===== src/rtl/pixel_sched_pkg.sv =====
// Shared geometry, encodings and constants for the pixel scheduler.
package pixel_sched_pkg;

  // Cell grid: 8x8 cells, CELL_WIDTH must be a power of two (CELL_SHIFT = log2).
  localparam logic [11:0] CELL_WIDTH      = 12'd32;
  localparam int unsigned CELL_SHIFT      = 5;
  localparam logic [11:0] GRID_SPAN       = 12'd256;  // 8 * CELL_WIDTH
  localparam logic [11:0] CELL_POS_WIDTH  = 12'd192;
  localparam logic [11:0] CELL_POS_HEIGHT = 12'd112;

  // Picture overlay box.
  localparam logic [11:0] PIC_POS_WIDTH   = 12'd224;
  localparam logic [11:0] PIC_POS_HEIGHT  = 12'd176;
  localparam logic [11:0] PIC_WIDTH       = 12'd192;
  localparam logic [11:0] PIC_HEIGHT      = 12'd128;

  // Frames spent in the hold screen before the result picture appears.
  localparam int unsigned HOLD_FRAMES     = 60;

  // game_state input encoding.
  localparam logic [1:0] GS_START = 2'd0;
  localparam logic [1:0] GS_PLAY  = 2'd1;
  localparam logic [1:0] GS_WIN   = 2'd2;
  localparam logic [1:0] GS_FAIL  = 2'd3;

  // Screen FSM states.
  localparam logic [1:0] S_START  = 2'd0;
  localparam logic [1:0] S_PLAY   = 2'd1;
  localparam logic [1:0] S_HOLD   = 2'd2;
  localparam logic [1:0] S_RESULT = 2'd3;

  // Picture word select within pic_data_bus ({fail, victory, start}).
  localparam logic [1:0] PIC_START = 2'd0;
  localparam logic [1:0] PIC_WIN   = 2'd1;
  localparam logic [1:0] PIC_FAIL  = 2'd2;

  // Unshown tile index; cell_state values above it fall back to it.
  localparam logic [3:0] CELL_UNSHOWN = 4'd11;

  typedef enum logic [1:0] {
    REG_BG   = 2'd0,
    REG_GRID = 2'd1,
    REG_PIC  = 2'd2
  } region_t;

endpackage


===== src/rtl/pixel_sched_if.sv =====
// Bus bundle between the scan generator / memories and the pixel scheduler.
//
// Handshake: the pixel stream is valid-only. pix_valid qualifies pix_x/pix_y
// in the cycle it is high; there is no ready, the scheduler accepts a pixel
// every cycle and raises rgb_valid exactly three cycles later. Memory reads
// are fire-and-forget: addresses are registered, data returns one cycle later.
interface pixel_sched_if;
  logic         pix_valid;
  logic [11:0]  pix_x;
  logic [11:0]  pix_y;
  logic         frame_start;
  logic [1:0]   game_state;
  logic [2:0]   cursor_x;
  logic [2:0]   cursor_y;
  logic [11:0]  addr_h;
  logic [11:0]  addr_v;
  logic [2:0]   cell_rd_x;
  logic [2:0]   cell_rd_y;
  logic [3:0]   cell_state;
  logic [47:0]  pic_data_bus;
  logic [191:0] cell_data_bus;
  logic [15:0]  rgb_out;
  logic         rgb_valid;
  logic [1:0]   dbg_state;

  modport slave (
    input  pix_valid, pix_x, pix_y, frame_start, game_state, cursor_x, cursor_y,
    input  cell_state, pic_data_bus, cell_data_bus,
    output addr_h, addr_v, cell_rd_x, cell_rd_y, rgb_out, rgb_valid, dbg_state
  );

  modport master (
    output pix_valid, pix_x, pix_y, frame_start, game_state, cursor_x, cursor_y,
    output cell_state, pic_data_bus, cell_data_bus,
    input  addr_h, addr_v, cell_rd_x, cell_rd_y, rgb_out, rgb_valid, dbg_state
  );
endinterface


===== src/rtl/pixel_sched_region_decode.sv =====
// Combinational region classification, cell index and in-tile offset.
module region_decode
  import pixel_sched_pkg::*;
(
  input  logic [11:0] pix_x,
  input  logic [11:0] pix_y,
  input  logic        overlay_on,
  input  logic        grid_on,
  output region_t     region,
  output logic [2:0]  cell_x,
  output logic [2:0]  cell_y,
  output logic [11:0] tile_x,
  output logic [11:0] tile_y,
  output logic        border
);

  logic        in_pic;
  logic        in_grid;
  logic [11:0] off_x;
  logic [11:0] off_y;

  // Region test in priority order; offsets are only formed inside the grid
  // box so the subtraction can never wrap.
  always_comb begin
    in_pic  = (pix_x >= PIC_POS_WIDTH)  && (pix_x < PIC_POS_WIDTH + PIC_WIDTH) &&
              (pix_y >= PIC_POS_HEIGHT) && (pix_y < PIC_POS_HEIGHT + PIC_HEIGHT);
    in_grid = (pix_x >= CELL_POS_WIDTH)  && (pix_x < CELL_POS_WIDTH + GRID_SPAN) &&
              (pix_y >= CELL_POS_HEIGHT) && (pix_y < CELL_POS_HEIGHT + GRID_SPAN);
    off_x   = in_grid ? (pix_x - CELL_POS_WIDTH)  : 12'd0;
    off_y   = in_grid ? (pix_y - CELL_POS_HEIGHT) : 12'd0;
    cell_x  = 3'(off_x >> CELL_SHIFT);
    cell_y  = 3'(off_y >> CELL_SHIFT);
    tile_x  = off_x & (CELL_WIDTH - 12'd1);
    tile_y  = off_y & (CELL_WIDTH - 12'd1);
    border  = (tile_x < 12'd2) || (tile_x >= CELL_WIDTH - 12'd2) ||
              (tile_y < 12'd2) || (tile_y >= CELL_WIDTH - 12'd2);
    if (overlay_on && in_pic)
      region = REG_PIC;
    else if (grid_on && in_grid)
      region = REG_GRID;
    else
      region = REG_BG;
  end

endmodule


===== src/rtl/pixel_sched.sv =====
// Pixel scheduler: screen FSM plus a fixed 3-stage address/data/colour pipeline.
// Frame-level controls take their next-state value in the frame_start cycle so
// the very first pixel of a frame already sees the new screen.
module pixel_sched
  import pixel_sched_pkg::*;
(
  input  logic          vga_clk,
  input  logic          sys_rst_n,
  pixel_sched_if.slave  bus
);

  logic [1:0] state, state_nx;
  logic [5:0] frame_cnt, frame_cnt_nx;
  logic [4:0] blink_cnt, blink_cnt_nx;
  logic       result_win, result_win_nx;

  region_t     region;
  logic [2:0]  cell_x, cell_y;
  logic [11:0] tile_x, tile_y;
  logic        border;
  logic        overlay_on, grid_on, cursor_hit;
  logic [1:0]  pic_sel;

  logic        s1_valid, s1_hit;
  region_t     s1_region;
  logic [1:0]  s1_pic_sel;
  logic [11:0] addr_h_q, addr_v_q;
  logic [2:0]  cell_rd_x_q, cell_rd_y_q;

  logic        s2_valid, s2_hit;
  region_t     s2_region;
  logic [1:0]  s2_pic_sel;

  logic [3:0]  cell_idx;
  logic [15:0] pix_word;
  logic [15:0] rgb_q;
  logic        rgb_valid_q;

  // Screen FSM, hold counter and blink counter; all move only on frame_start.
  always_comb begin
    state_nx      = state;
    frame_cnt_nx  = frame_cnt;
    blink_cnt_nx  = blink_cnt;
    result_win_nx = result_win;
    if (bus.frame_start) begin
      blink_cnt_nx = blink_cnt + 5'd1;
      if (bus.game_state == GS_START) begin
        state_nx = S_START;
      end else begin
        case (state)
          S_START: if (bus.game_state == GS_PLAY) state_nx = S_PLAY;
          S_PLAY: begin
            if (bus.game_state == GS_WIN || bus.game_state == GS_FAIL) begin
              state_nx      = S_HOLD;
              frame_cnt_nx  = 6'd0;
              result_win_nx = (bus.game_state == GS_WIN);
            end
          end
          S_HOLD: begin
            if (frame_cnt == 6'(HOLD_FRAMES - 1))
              state_nx = S_RESULT;
            else
              frame_cnt_nx = frame_cnt + 6'd1;
          end
          default: ;
        endcase
      end
    end
  end

  // Frame-level state registers.
  always_ff @(posedge vga_clk or negedge sys_rst_n) begin
    if (!sys_rst_n) begin
      state      <= S_START;
      frame_cnt  <= 6'd0;
      blink_cnt  <= 5'd0;
      result_win <= 1'b0;
    end else begin
      state      <= state_nx;
      frame_cnt  <= frame_cnt_nx;
      blink_cnt  <= blink_cnt_nx;
      result_win <= result_win_nx;
    end
  end

  // What the current frame shows, derived from the state it is entering.
  always_comb begin
    overlay_on = (state_nx == S_START) || (state_nx == S_RESULT);
    grid_on    = (state_nx != S_START);
    if (state_nx == S_START)
      pic_sel = PIC_START;
    else if (result_win_nx)
      pic_sel = PIC_WIN;
    else
      pic_sel = PIC_FAIL;
    cursor_hit = (state_nx == S_PLAY) && blink_cnt_nx[4] && (region == REG_GRID) &&
                 (cell_x == bus.cursor_x) && (cell_y == bus.cursor_y) && border;
  end

  region_decode u_region_decode (
    .pix_x      (bus.pix_x),
    .pix_y      (bus.pix_y),
    .overlay_on (overlay_on),
    .grid_on    (grid_on),
    .region     (region),
    .cell_x     (cell_x),
    .cell_y     (cell_y),
    .tile_x     (tile_x),
    .tile_y     (tile_y),
    .border     (border)
  );

  // S1: register region, cursor hit and memory addresses; grid cells all read
  // their tile from the first cell's address range.
  always_ff @(posedge vga_clk or negedge sys_rst_n) begin
    if (!sys_rst_n) begin
      s1_valid    <= 1'b0;
      s1_region   <= REG_BG;
      s1_pic_sel  <= 2'd0;
      s1_hit      <= 1'b0;
      addr_h_q    <= 12'd0;
      addr_v_q    <= 12'd0;
      cell_rd_x_q <= 3'd0;
      cell_rd_y_q <= 3'd0;
    end else begin
      s1_valid   <= bus.pix_valid;
      s1_region  <= bus.pix_valid ? region : REG_BG;
      s1_pic_sel <= pic_sel;
      s1_hit     <= bus.pix_valid && cursor_hit;
      if (bus.pix_valid && region == REG_GRID) begin
        addr_h_q    <= CELL_POS_WIDTH + tile_x;
        addr_v_q    <= CELL_POS_HEIGHT + tile_y;
        cell_rd_x_q <= cell_x;
        cell_rd_y_q <= cell_y;
      end else begin
        addr_h_q <= bus.pix_x;
        addr_v_q <= bus.pix_y;
      end
    end
  end

  // S2: sideband travels alongside the memory read that is in flight.
  always_ff @(posedge vga_clk or negedge sys_rst_n) begin
    if (!sys_rst_n) begin
      s2_valid   <= 1'b0;
      s2_region  <= REG_BG;
      s2_pic_sel <= 2'd0;
      s2_hit     <= 1'b0;
    end else begin
      s2_valid   <= s1_valid;
      s2_region  <= s1_region;
      s2_pic_sel <= s1_pic_sel;
      s2_hit     <= s1_hit;
    end
  end

  // S3 select: memory words are valid now; invalid pixels are forced to black.
  always_comb begin
    cell_idx = (bus.cell_state > CELL_UNSHOWN) ? CELL_UNSHOWN : bus.cell_state;
    pix_word = 16'h0000;
    if (s2_valid) begin
      case (s2_region)
        REG_PIC:  pix_word = bus.pic_data_bus[{s2_pic_sel, 4'b0000} +: 16];
        REG_GRID: pix_word = s2_hit ? ~bus.cell_data_bus[{cell_idx, 4'b0000} +: 16]
                                    :  bus.cell_data_bus[{cell_idx, 4'b0000} +: 16];
        default:  pix_word = 16'h0000;
      endcase
    end
  end

  // S3: registered colour output.
  always_ff @(posedge vga_clk or negedge sys_rst_n) begin
    if (!sys_rst_n) begin
      rgb_q       <= 16'h0000;
      rgb_valid_q <= 1'b0;
    end else begin
      rgb_q       <= pix_word;
      rgb_valid_q <= s2_valid;
    end
  end

  assign bus.addr_h    = addr_h_q;
  assign bus.addr_v    = addr_v_q;
  assign bus.cell_rd_x = cell_rd_x_q;
  assign bus.cell_rd_y = cell_rd_y_q;
  assign bus.rgb_out   = rgb_q;
  assign bus.rgb_valid = rgb_valid_q;
  assign bus.dbg_state = state;

endmodule


===== src/flat_wrapper.sv =====
// flat-port wrapper written by rule: the top's interface ports become plain ports
module pixel_sched_flat import pixel_sched_pkg::*;
  (vga_clk, sys_rst_n, bus_pix_valid, bus_pix_x, bus_pix_y, bus_frame_start, bus_game_state, bus_cursor_x, bus_cursor_y, bus_cell_state, bus_pic_data_bus, bus_cell_data_bus, bus_addr_h, bus_addr_v, bus_cell_rd_x, bus_cell_rd_y, bus_rgb_out, bus_rgb_valid, bus_dbg_state);
  pixel_sched_if bus_i ();
  input  logic vga_clk;
  input  logic sys_rst_n;
  input wire logic [$bits(bus_i.pix_valid)-1:0] bus_pix_valid;
  input wire logic [$bits(bus_i.pix_x)-1:0] bus_pix_x;
  input wire logic [$bits(bus_i.pix_y)-1:0] bus_pix_y;
  input wire logic [$bits(bus_i.frame_start)-1:0] bus_frame_start;
  input wire logic [$bits(bus_i.game_state)-1:0] bus_game_state;
  input wire logic [$bits(bus_i.cursor_x)-1:0] bus_cursor_x;
  input wire logic [$bits(bus_i.cursor_y)-1:0] bus_cursor_y;
  input wire logic [$bits(bus_i.cell_state)-1:0] bus_cell_state;
  input wire logic [$bits(bus_i.pic_data_bus)-1:0] bus_pic_data_bus;
  input wire logic [$bits(bus_i.cell_data_bus)-1:0] bus_cell_data_bus;
  output wire logic [$bits(bus_i.addr_h)-1:0] bus_addr_h;
  output wire logic [$bits(bus_i.addr_v)-1:0] bus_addr_v;
  output wire logic [$bits(bus_i.cell_rd_x)-1:0] bus_cell_rd_x;
  output wire logic [$bits(bus_i.cell_rd_y)-1:0] bus_cell_rd_y;
  output wire logic [$bits(bus_i.rgb_out)-1:0] bus_rgb_out;
  output wire logic [$bits(bus_i.rgb_valid)-1:0] bus_rgb_valid;
  output wire logic [$bits(bus_i.dbg_state)-1:0] bus_dbg_state;
  assign bus_i.pix_valid = bus_pix_valid;
  assign bus_i.pix_x = bus_pix_x;
  assign bus_i.pix_y = bus_pix_y;
  assign bus_i.frame_start = bus_frame_start;
  assign bus_i.game_state = bus_game_state;
  assign bus_i.cursor_x = bus_cursor_x;
  assign bus_i.cursor_y = bus_cursor_y;
  assign bus_i.cell_state = bus_cell_state;
  assign bus_i.pic_data_bus = bus_pic_data_bus;
  assign bus_i.cell_data_bus = bus_cell_data_bus;
  assign bus_addr_h = bus_i.addr_h;
  assign bus_addr_v = bus_i.addr_v;
  assign bus_cell_rd_x = bus_i.cell_rd_x;
  assign bus_cell_rd_y = bus_i.cell_rd_y;
  assign bus_rgb_out = bus_i.rgb_out;
  assign bus_rgb_valid = bus_i.rgb_valid;
  assign bus_dbg_state = bus_i.dbg_state;
  pixel_sched u_core (.vga_clk(vga_clk), .sys_rst_n(sys_rst_n), .bus(bus_i));
endmodule

===== config.mk =====
export PLATFORM = sky130hd
export DESIGN_NAME = pixel_sched_flat
export DESIGN_NICKNAME = d
export VERILOG_FILES = /design/src/rtl/pixel_sched_pkg.sv /design/src/rtl/pixel_sched_if.sv /design/src/rtl/pixel_sched_region_decode.sv /design/src/rtl/pixel_sched.sv /design/src/flat_wrapper.sv
export SDC_FILE = /design/constraint.sdc
export NUM_CORES = 1
export LEC_CHECK = 0
export ABC_AREA = 0
export CORE_AREA = 2 2 128 130
export CTS_BUF_LIST = sky130_fd_sc_hd__clkbuf_8
export DETAILED_ROUTE_END_ITERATION = 7
export DIE_AREA = 0 0 130 132
export PLACE_DENSITY_LB_ADDON = 0.25
export SYNTH_ARGS = -nofsm -noshare
export SYNTH_HDL_FRONTEND = slang
export SYNTH_HIERARCHICAL = 1
export SYNTH_SLANG_ARGS = --single-unit

===== constraint.sdc =====
create_clock -name vga_clk -period 4.2 [get_ports vga_clk]
set_input_delay 0.84 -clock vga_clk [delete_from_list [all_inputs] [get_ports vga_clk]]
set_output_delay 0.84 -clock vga_clk [all_outputs]
set_load 0.03 [all_outputs]

==> results.ini <==
[status]
status = finished, final reports clean

[grt]
grt_max_degree = 74
antenna_found_initial = 1
grt_pass1_wl_um = 33130
grt_use_total = 0.2507
gr-total-overflow = 0
grt_pass1_vias = 6118

[clocking]
post_cts_buffers = 0
cts_buffer_depth = 2
cts-root-buf = clkbuf_8
cts_tree = built
cts_hold_buffers = 0
cts_buffers = 9
insertion_delay_ps = 360
clock-sinks = 73
h-tree-depth = 3
clk_pin_slew_ps = 90
cts.repair.resized = 0

[routing]
wl_um = 22150
ant_nets = 0
vias = 6129
routedWlPerCell_um = 19.08
drtIter0Drc = 367
first_pass_iters = 4
avgViaCountPerCell = 5.279
drc = 0

[critical_path]
cp_max_fo = 45
crit_chain = clkdlybuf4s50_1, a21o_1, a22oi_1, ha_1, inv_1, o2111a_1, and3b_1, and2_1, nand2b_1, buf_12, mux2_2
crit_buf_inv = 3
crit_arrival_ps = 3630
startpoint_type = primary input
r2r_slack_ps = 1100
critPathSlowestCell = clkdlybuf4s50_1
timing.rr.start = u_core/frame_cnt[0]$_DFFE_PN0P_
end_kind = register
r2r_end = u_core/bus.cell_rd_x[2]$_DFFE_PN0P_
critPathTopFamily = buffers and inverters
crit_type = primary input to register
crit_path_max_incr_delay_ps = 640
r2r_cells = 14
cp.required_ps = 4450

[power_and_ir_drop]
power_leakage_nw = 3.790
power.density_nw_per_um2 = 254.7
vdd_drop_max_mv = 0.2056

[min_path]
holdCritPathClass = register to register
hold_path_depth = 0
min_to = u_core/s2_region[0]$_DFF_PN0_
worstHoldStart = u_core/s1_region[0]$_DFF_PN0_

[floorplan]
start_util = 0.3736
io_pins = 329
fp.dieW_um = 130
die_h_um = 132
core_area_um2 = 15710
rows = 46
die-area_um2 = 17160

[flow_run]
maxCapViolCount = 0

[timing]
slew_violations = 0
fin_crit_ps = 3376
hold_viol = 0
skew_ps = 14.07
slew_headroom = 0.2316
fin_crit_sh = 0.8037
fmax_mhz = 296.2
rsz0062_at_grt = false
worst_pin_slew_ps = 1150
setup_viol = 0
tns_ps = 0

[logic_synthesis]
synthesis.area_um2 = 5871
synth-edff-count = 0
yosysUniqueCellTypes = 63
synth_warnings = 6
synth_cells = 639
yosys-top-cells-count = dfrtp_1 (73), mux2i_1 (64), nand2_1 (60)
ys_ff_latch = 73
synth_area_leaders = dfrtp_1 (31%), mux2i_1 (11%), mux2_2 (6.1%)
avgSynthCellArea_um2 = 9.187
yosys.area.top_type = dfrtp_1
synth-main-ff-cell = dfrtp_1
ys_seq_area_frac = 0.3112
async_flop_share = 1.000
synth_top_area_frac = 0.3112
synth_most_common_cell = dfrtp_1

[layout]
area_delta_synth_final_pct = 60.66
final_util = 0.6003
finalNetCount = 1230
drive_above_1_share = 0.06886

[placed_design]
gp_congestion = 0.8387
portBuffers = 328
dp_hpwl_um = 17600

## state kept, by name (all words and copies together), names as in the netlist
| signal | flops |
|---|---|
| u_core/s2_region | 2 |
| u_core/bus.addr_h | 12 |
| u_core/s2_hit | 1 |
| u_core/blink_cnt | 5 |
| u_core/result_win | 1 |
| u_core/s1_region | 2 |
| u_core/bus.cell_rd_y | 3 |
| u_core/bus.rgb_out | 16 |
| u_core/frame_cnt | 6 |
| u_core/s1_pic_sel | 2 |
| u_core/bus.addr_v | 12 |
| u_core/s2_valid | 1 |
| u_core/bus.rgb_valid | 1 |
| u_core/bus.dbg_state | 2 |
| u_core/s1_valid | 1 |
| u_core/s2_pic_sel | 2 |
| u_core/s1_hit | 1 |
| u_core/bus.cell_rd_x | 3 |
## cells by family after synthesis
group / count (synthesis) / synth area share
flip-flops: 73 / 0.3112
AO/OA/AOI/OAI: 165 / 0.1957
other: 1 / 0.0006388
AND/OR/NAND/NOR: 194 / 0.1891
multiplexers: 97 / 0.1743
adder cells (fa/ha/maj): 11 / 0.02344
buffers and inverters: 72 / 0.06692
XOR/XNOR: 26 / 0.03879
## where the power goes
part	switching (W)	internal, W	leakage (nW)
combinational	0.000411	0.000485	2.74
sequential	0.0000747	0.000787	0.927
clock	0.000289	0.000354	0.119
## stage by stage
stage / power [W] / std cells / hold slack, ps / area (um2) / setup WS [ps]
2_1_floorplan: 0.001332 / 652 / 331.2 / 5919 / 894.0
3_3_place_gp: 0.001756 / 1144 / 332.1 / 9201 / 545.2
3_5_place_dp: 0.001769 / 1144 / 334.7 / 9201 / 485.5
4_1_cts: 0.002421 / 1160 / 356.0 / 9429 / 880.2
5_1_grt: 0.002544 / 1160 / 367.3 / 9429 / 662.1
6_report: 0.002402 / 1161 / 353.7 / 9432 / 824.4
## worst max-delay path by stage
stage                                                endpoint  cells past startpoint             from  slack, ps
after floorplan                u_core/bus.addr_h[4]$_DFF_PN0_                     12  bus_frame_start        890
after detailed placement       u_core/bus.addr_h[2]$_DFF_PN0_                     11  bus_frame_start        490
after global placement         u_core/bus.addr_h[4]$_DFF_PN0_                     11  bus_frame_start        550
after CTS                      u_core/bus.addr_v[3]$_DFF_PN0_                     11  bus_frame_start        880
after global routing      u_core/bus.cell_rd_x[2]$_DFFE_PN0P_                     11  bus_frame_start        660
final                     u_core/bus.cell_rd_x[2]$_DFFE_PN0P_                     11  bus_frame_start        820
## area by class of cell
class / count / area, um2
fill: 1430 / 6281
multi-input combinational: 507 / 3700
timing repair buffer: 335 / 3356
sequential: 73 / 1827
tap: 216 / 270.3
clock buffer: 10 / 137.6
clock inverter: 6 / 90.09
inverter: 13 / 48.80
antenna: 1 / 2.502
## placed cells by master, fill, tap and decap left out, types with 3 or more instances in the layout
| master | n |
|---|---|
| mux2i_1 | 64 |
| xnor2_1 | 11 |
| conb_1 | 14 |
| mux2_2 | 32 |
| xor2_1 | 15 |
| nor2_1 | 8 |
| nor3_1 | 17 |
| a21boi_1 | 3 |
| nand2b_1 | 6 |
| nand2_1 | 60 |
| and3_1 | 3 |
| nand3_1 | 5 |
| nand4_1 | 5 |
| o21ai_0 | 48 |
| ha_1 | 11 |
| clkbuf_8 | 10 |
| a22oi_1 | 31 |
| and2_1 | 18 |
| clkdlybuf4s50_1 | 326 |
| nor2b_1 | 21 |
| o21ai_1 | 3 |
| nand4b_1 | 16 |
| inv_1 | 13 |
| a21o_1 | 3 |
| o221ai_1 | 15 |
| o22ai_1 | 15 |
| buf_4 | 7 |
| dfrtp_1 | 73 |
| nand3b_1 | 16 |
| a21boi_0 | 12 |
| a21oi_1 | 6 |
| a311oi_1 | 15 |
| or3_1 | 3 |
## layer usage
metal / wire, um / GRT usage / vias up / share of wire
li1: - / - / 2956 / -
met2: 10980 / 0.4357 / 249 / 0.50
met1: 8493 / 0.2870 / 2881 / 0.38
met3: 1972 / 0.07224 / 43 / 0.089
met5: 0 / 0 / - / 0
met4: 712 / 0.09916 / 0 / 0.032
(Power assumes the default switching activity.)
